==> src/rtl/id_ex_skid_reg.sv <==
// id_ex_skid_reg: decode->execute pipeline register with a 2-entry skid buffer,
// jump flush, load-use hazard detection and a saturating stall-cycle counter.
module id_ex_skid_reg #(
    parameter int DATA_W     = 16,
    parameter int REG_ADDR_W = 4,
    parameter int CTRL_W     = 10,
    parameter int CNT_W      = 16
) (
    input  logic                  clk,
    input  logic                  reset,
    input  logic                  in_valid,
    output logic                  in_ready,
    input  logic [DATA_W-1:0]     in_pc,
    input  logic [DATA_W-1:0]     in_arg1,
    input  logic [DATA_W-1:0]     in_arg2,
    input  logic [DATA_W-1:0]     in_imm,
    input  logic [REG_ADDR_W-1:0] in_rs1,
    input  logic [REG_ADDR_W-1:0] in_rs2,
    input  logic [REG_ADDR_W-1:0] in_rd,
    input  logic [CTRL_W-1:0]     in_ctrl,
    input  logic                  in_memread,
    input  logic                  flush,
    output logic                  out_valid,
    input  logic                  out_ready,
    output logic [DATA_W-1:0]     out_pc,
    output logic [DATA_W-1:0]     out_arg1,
    output logic [DATA_W-1:0]     out_arg2,
    output logic [DATA_W-1:0]     out_imm,
    output logic [REG_ADDR_W-1:0] out_rs1,
    output logic [REG_ADDR_W-1:0] out_rs2,
    output logic [REG_ADDR_W-1:0] out_rd,
    output logic [CTRL_W-1:0]     out_ctrl,
    output logic                  out_memread,
    output logic                  hazard_stall,
    output logic [CNT_W-1:0]      stall_count
);
    localparam int BW = 4*DATA_W + 3*REG_ADDR_W + CTRL_W + 1;

    logic [BW-1:0]    r_head, r_skid;
    logic             r_head_v, r_skid_v;
    logic [CNT_W-1:0] r_cnt;
    logic [BW-1:0]    w_in;
    logic             w_acc, w_drain;

    assign w_in = {in_pc, in_arg1, in_arg2, in_imm, in_rs1, in_rs2, in_rd, in_ctrl, in_memread};
    assign {out_pc, out_arg1, out_arg2, out_imm, out_rs1, out_rs2, out_rd, out_ctrl, out_memread} = r_head;
    assign out_valid   = r_head_v;
    assign stall_count = r_cnt;

    // Only the head can be a pending load: a full skid already blocks input.
    assign hazard_stall = r_head_v & out_memread & (out_rd != '0) & in_valid &
                          ((in_rs1 == out_rd) | (in_rs2 == out_rd));
    assign in_ready = ~r_skid_v & ~flush & ~hazard_stall & ~reset;
    assign w_acc    = in_valid & in_ready;
    assign w_drain  = r_head_v & out_ready;

    always_ff @(posedge clk or posedge reset) begin
        if (reset) begin
            r_head   <= '0;
            r_skid   <= '0;
            r_head_v <= 1'b0;
            r_skid_v <= 1'b0;
            r_cnt    <= '0;
        end else begin
            if (in_valid && !in_ready && !(&r_cnt))
                r_cnt <= r_cnt + CNT_W'(1);
            if (flush) begin
                r_head_v <= 1'b0;
                r_skid_v <= 1'b0;
            end else if (!r_head_v) begin
                if (w_acc) r_head <= w_in;
                r_head_v <= w_acc;
            end else if (w_drain && r_skid_v) begin
                r_head   <= r_skid;
                r_skid_v <= 1'b0;
            end else if (w_drain) begin
                if (w_acc) r_head <= w_in;
                r_head_v <= w_acc;
            end else if (w_acc) begin
                r_skid   <= w_in;
                r_skid_v <= 1'b1;
            end
        end
    end
endmodule

==> config.mk <==
export PLATFORM = sky130hd
export DESIGN_NAME = id_ex_skid_reg
export DESIGN_NICKNAME = d
export VERILOG_FILES = /design/src/rtl/id_ex_skid_reg.sv
export SDC_FILE = /design/constraint.sdc
export NUM_CORES = 1
export LEC_CHECK = 0
export CORE_UTILIZATION = 49
export DETAILED_ROUTE_END_ITERATION = 8
export HOLD_SLACK_MARGIN = 0.06
export PLACE_DENSITY = 0.88
export SLEW_MARGIN = 20
export SYNTH_ARGS = -nofsm -noshare
export SYNTH_HDL_FRONTEND = slang
export SYNTH_SLANG_ARGS = --single-unit
==> constraint.sdc <==
create_clock -name clk -period 8.6 [get_ports clk]
set_input_delay 2.58 -clock clk [delete_from_list [all_inputs] [get_ports clk]]
set_output_delay 2.58 -clock clk [all_outputs]
set_load 0.005 [all_outputs]
======== Word-level counts from Yosys, hierarchy flattened ========
Cells that the tools add are included.
word-level totals
  bits in read-only memories .............. 0
  register bits after elaboration ......... 192
  memories kept ........................... 0
  bits in latches ......................... 0
  input port bits ......................... 92
  RAM bits ................................ 0
  logic and storage cells ................. 51
operators by class
  $add $sub $neg .......................... 1
  bitwise operators ....................... 16
  shift operators ......................... 0
  muxes and demuxes ....................... 13
  reductions and logical operators ........ 12
  $mul .................................... 0
  div/mod/pow operators ................... 0
  order comparisons ....................... 0
  eq/ne operators ......................... 4
operators with widths
  kind                                                             number
  87-bit 2-to-1 mux                                                4
  16-bit by 1-bit adder with 16-bit output, second input constant  1
  16-bit AND reduction                                             1
  1-bit AND                                                        9
  1-bit 2-to-1 mux                                                 9
  4-bit == test                                                    2
  1-bit NOT                                                        6
  5-bit AND reduction                                              1
  4-bit nonzero test                                               1
  1-bit logical AND                                                3
  3-bit by 1-bit != test with 1-bit output, second input constant  1
  3-bit by 2-bit != test with 1-bit output, second input constant  1
  3-bit AND reduction                                              1
  3-bit nonzero test                                               1
  1-bit logical NOT                                                2
  2-bit AND reduction                                              1
  2-bit nonzero test                                               1
  1-bit bitwise OR                                                 1

======== Logic depth before layout (Yosys ltp) ========
  depth after elaboration ................. 13
  gate-level depth with buffers ........... 9
  gate-level depth less buffers ........... 7

======== Worst setup path after synthesis ========
OpenSTA, ideal clock, no wires.
  kind .................................... input to output
  from .................................... input in_rs1[0]
  to ...................................... output in_ready
  buffers on the path ..................... 0
  data required time ...................... 6020 ps
  arrival ................................. 3270 ps
  stages on the path ...................... 4
  slack ................................... 2750 ps
  cells stage by stage .................... xor2_1 nor4_2 o21ai_2 and2_4
between the ends
  word-level cells in the longest chain between the ends .. 6
RTL lines
  element                  RTL line  text
  from (decl)              17        input logic [REG_ADDR_W-1:0] in_rs1,
  4-bit == test            52        ((in_rs1 == out_rd) | (in_rs2 == out_rd));
  1-bit bitwise OR         52
  1-bit AND                51        assign hazard_stall = r_head_v & out_memread & (out_rd != '0) & in_valid &
  1-bit NOT                53        assign in_ready = ~r_skid_v & ~flush & ~hazard_stall & ~reset;
  1-bit AND (2 in series)  53
  to (decl)                12        output logic in_ready,
No other way between the ends.

======== Worst setup path in the final report ========
  from .................................... input in_rs1[3]
  to ...................................... output in_ready
Same word-level chain as after synthesis.

==> run metrics <==
status=completed; multiplexer share of the synthesized area=about an eighth; Slew Limit Fails=0; cell family with most CP delay=buffers and inverters; RSZ-0062 raised after global routing=false; CP startpoint kind=input pin; Buf/Inv on CP=2; vias in the first global route=between 5000 and 6000; Fmax achieved=about 140 MHz; # Post-CTS Setup Buffers=0; CTS tree=done; Clock Path Buffers=2; Ant. Diodes=0; Final Worst Setup Slack=1520 ps; net count reported at finish=around 840; Synth Area in Adders=less than 1%; Peak VDD IR=0.000145 V; hold crit path type=reg -> reg; first drt pass iteration count=5; placed inst area=around 0.01 mm²; WL/cell=approximately 20 µm; Leak=~4.4 nW; CTS Hold Buffers Added=0; flops & latches, synth=192; gr usage total=between 20% and 30%; CTS clk-pin slew, worst paths=70 ps; post-synthesis xor/xnor area fraction=~2.5%; syn_nets=661; clk sink count=approximately 190; GP Congestion=~0.83; Storage cell area=about 0.0048 mm²; Critical Path Fanout Max=4; worst setup path start=in_rs1[3]; CORE AREA=~0.016 mm²; Boundary Pins=between 150 and 200; synth warn=0; via/cell ratio=approximately 5.7; syn avg cell area=between 10 and 15 µm²; DIE AREA=between 0.015 and 0.02 mm²; grt ovf=0; cts bufs inserted=17; Die Ht=roughly 130 µm; crit-path cells=clkdlybuf4s50_1, xor2_1, nor4_2, o21ai_2, and2_4, clkdlybuf4s50_1; simple-gate share of the synthesized area=between 2 and 3%; footprint of the multi-input gates=0.00299 mm²; largest family of logic cells by synthesized area=compound AO/OA/AOI/OAI gates; crit share post-route=between 80% and 90%; Fillers=between 1000 and 1500; Layout Area Growth over Synthesis=33.8%; post-place setup slack=around 1600 ps; Slew HR=between 20% and 30%; Hold Vio Cnt, Final=0; commonest non-fill, non-tap cell in the layout=clkdlybuf4s50_1; endpoints failing setup=0; DR vias=approximately 5500; DRC viols=0; first-pass GRT wire length=roughly 30000 µm; Seq/Total Area, Yosys=60.2%; most frequent cells in the layout=197 x clkdlybuf4s50_1, 192 x dfrtp_1, 87 x o22a_1, 87 x o21a_1, 69 x mux2_2; Post-DP HPWL=between 10000 and 15000 µm; Top cell by count, worst path=clkdlybuf4s50_1; Synth Cell Area=~0.008 mm²; Slew @ Worst Pin=roughly 1100 ps; Root Driver=clkbuf_16; Yosys cell types=29; R2R Path Start=r_head[14]$_DFFE_PP0P_; H-tree Lvls=4; PD cells=between 200 and 250 mW/mm²; final setup TNS=0 ps; share of cells above drive strength 1=17.5%; # port buffers=197; MaxCap Viol Count=0; fin area=between 0.01 and 0.015 mm²; final wirelength=about 19000 µm; worst skew pair latency=between 400 and 500 ps; Clock Skew=around 8.4 ps; Compound-Gate Fraction of Synth Area=between 10% and 20%; initial antenna violation count=0; final core utilization=67.3%; largest net degree at the start of global routing=112; Worst EP required=around 6000 ps; Cell Rows=46; die width=between 100 and 150 µm; Syn Inst Count=about 570; Worst EP arrival=roughly 4500 ps; peak per-stage delay on the critical path=about 530 ps; First DRT Iteration DRCs=294; Setup CP Type=in -> out; Resize count post-CTS=0; ANT nets after route=0; hold_sp=r_head[40]$_DFFE_PP0P_; Crit-path slowest cell=clkdlybuf4s50_1; endpoint class of the critical path=output pin; Initial Utilization=around half; clock period minus worst slack=7080 ps
==> area by class of cell <==
| type | instances | area share (%) |
|---|---|---|
| sequential | 192 | 44.9 |
| multi-input combinational | 332 | 28.0 |
| timing repair buffer | 201 | 18.9 |
| clock buffer | 19 | 4.14 |
| tap | 216 | 2.53 |
| clock inverter | 13 | 1.28 |
| inverter | 5 | 0.222 |
==> final timing paths <==
path	endpoint	slack [ps]	cells past startpoint
max	in_ready	1520	6
min	r_head[40]$_DFFE_PP0P_	490	1
max reg2reg	r_skid[15]$_DFFE_PP0P_	5320	7
min reg2reg	r_head[40]$_DFFE_PP0P_	490	1
max in group asynchronous	r_head[56]$_DFFE_PP0P_	4530	3
min in group asynchronous	stall_count[15]$_DFFE_PP0P_	2750	2
==> synthesized netlist by cell type <==
| library cell | count | area (µm²) |
|---|---|---|
| dfrtp_1 | 192 | 4800 |
| o21a_1 | 87 | 653 |
| o22a_1 | 87 | 762 |
| mux2_2 | 69 | 777 |
| clkbuf_1 | 20 | 75.1 |
| mux2_4 | 19 | 285 |
| buf_2 | 15 | 75.1 |
| xnor2_1 | 14 | 123 |
| nand3_1 | 9 | 45.0 |
| xor2_1 | 9 | 78.8 |
| nand2_1 | 8 | 30.0 |
| nand4_1 | 8 | 50.1 |
| inv_1 | 5 | 18.8 |
| buf_6 | 4 | 45.0 |
| and3_1 | 3 | 18.8 |
| nor2_1 | 3 | 11.3 |
| a21oi_1 | 2 | 10.0 |
| and4_1 | 2 | 17.5 |
| nor4_2 | 2 | 25.0 |
| a21boi_0 | 1 | 7.51 |
| a31o_2 | 1 | 8.76 |
| and2_4 | 1 | 8.76 |
| and4_4 | 1 | 11.3 |
| ha_1 | 1 | 12.5 |
| nor3_1 | 1 | 5.00 |
| nor4_1 | 1 | 6.26 |
| o21ai_0 | 1 | 5.00 |
| o21ai_2 | 1 | 8.76 |
| o41ai_1 | 1 | 8.76 |
==> logic make-up (layout without fill, tap and decap cells) <==
group / Yosys count / in the layout
AND/OR/NAND/NOR: 39 / 39
XOR/XNOR: 23 / 23
flip-flops: 192 / 192
AO/OA/AOI/OAI: 181 / 181
adder cells (fa/ha/maj): 1 / 1
buffers and inverters: 44 / 238
multiplexers: 88 / 88
==> per-layer routing <==
layer,track usage (%),up-vias,share of wire (%)
li1,-,2470,-
met1,29.6,2882,42
met2,39.8,171,50
met3,6.44,24,5.9
met4,6.98,0,1.4
met5,0,-,0
==> flip-flops by register name, summed over array words and instances, names as in the netlist <==
signal,flops
r_skid_v,1
out_valid,1
stall_count,16
r_skid,87
r_head,87
==> power by group <==
group | switching, mW | total (mW) | leakage, nW | internal (mW)
Clock | 0.340 | 0.776 | 0.276 | 0.436
Sequential | 0.0995 | 1.13 | 2.37 | 1.03
Combinational | 0.149 | 0.445 | 1.77 | 0.296
==> worst reg2reg max path, cell delays in order, from the launching register on <==
cell,delay [ps]
dfrtp_1,470
xor2_1,240
nor4_2,90
o21ai_2,330
and2_4,240
and4_4,710
buf_4,670
mux2_2,430
==> per-stage QoR <==
stage	cells	hold slack, ps	total power [mW]
after detailed placement	945	479	1.60
after global placement	945	473	1.57
final	978	491	2.36
after floorplan	568	481	1.30
after global routing	978	500	2.46
after CTS	977	494	2.37
Power figures use the tool's default switching activity.
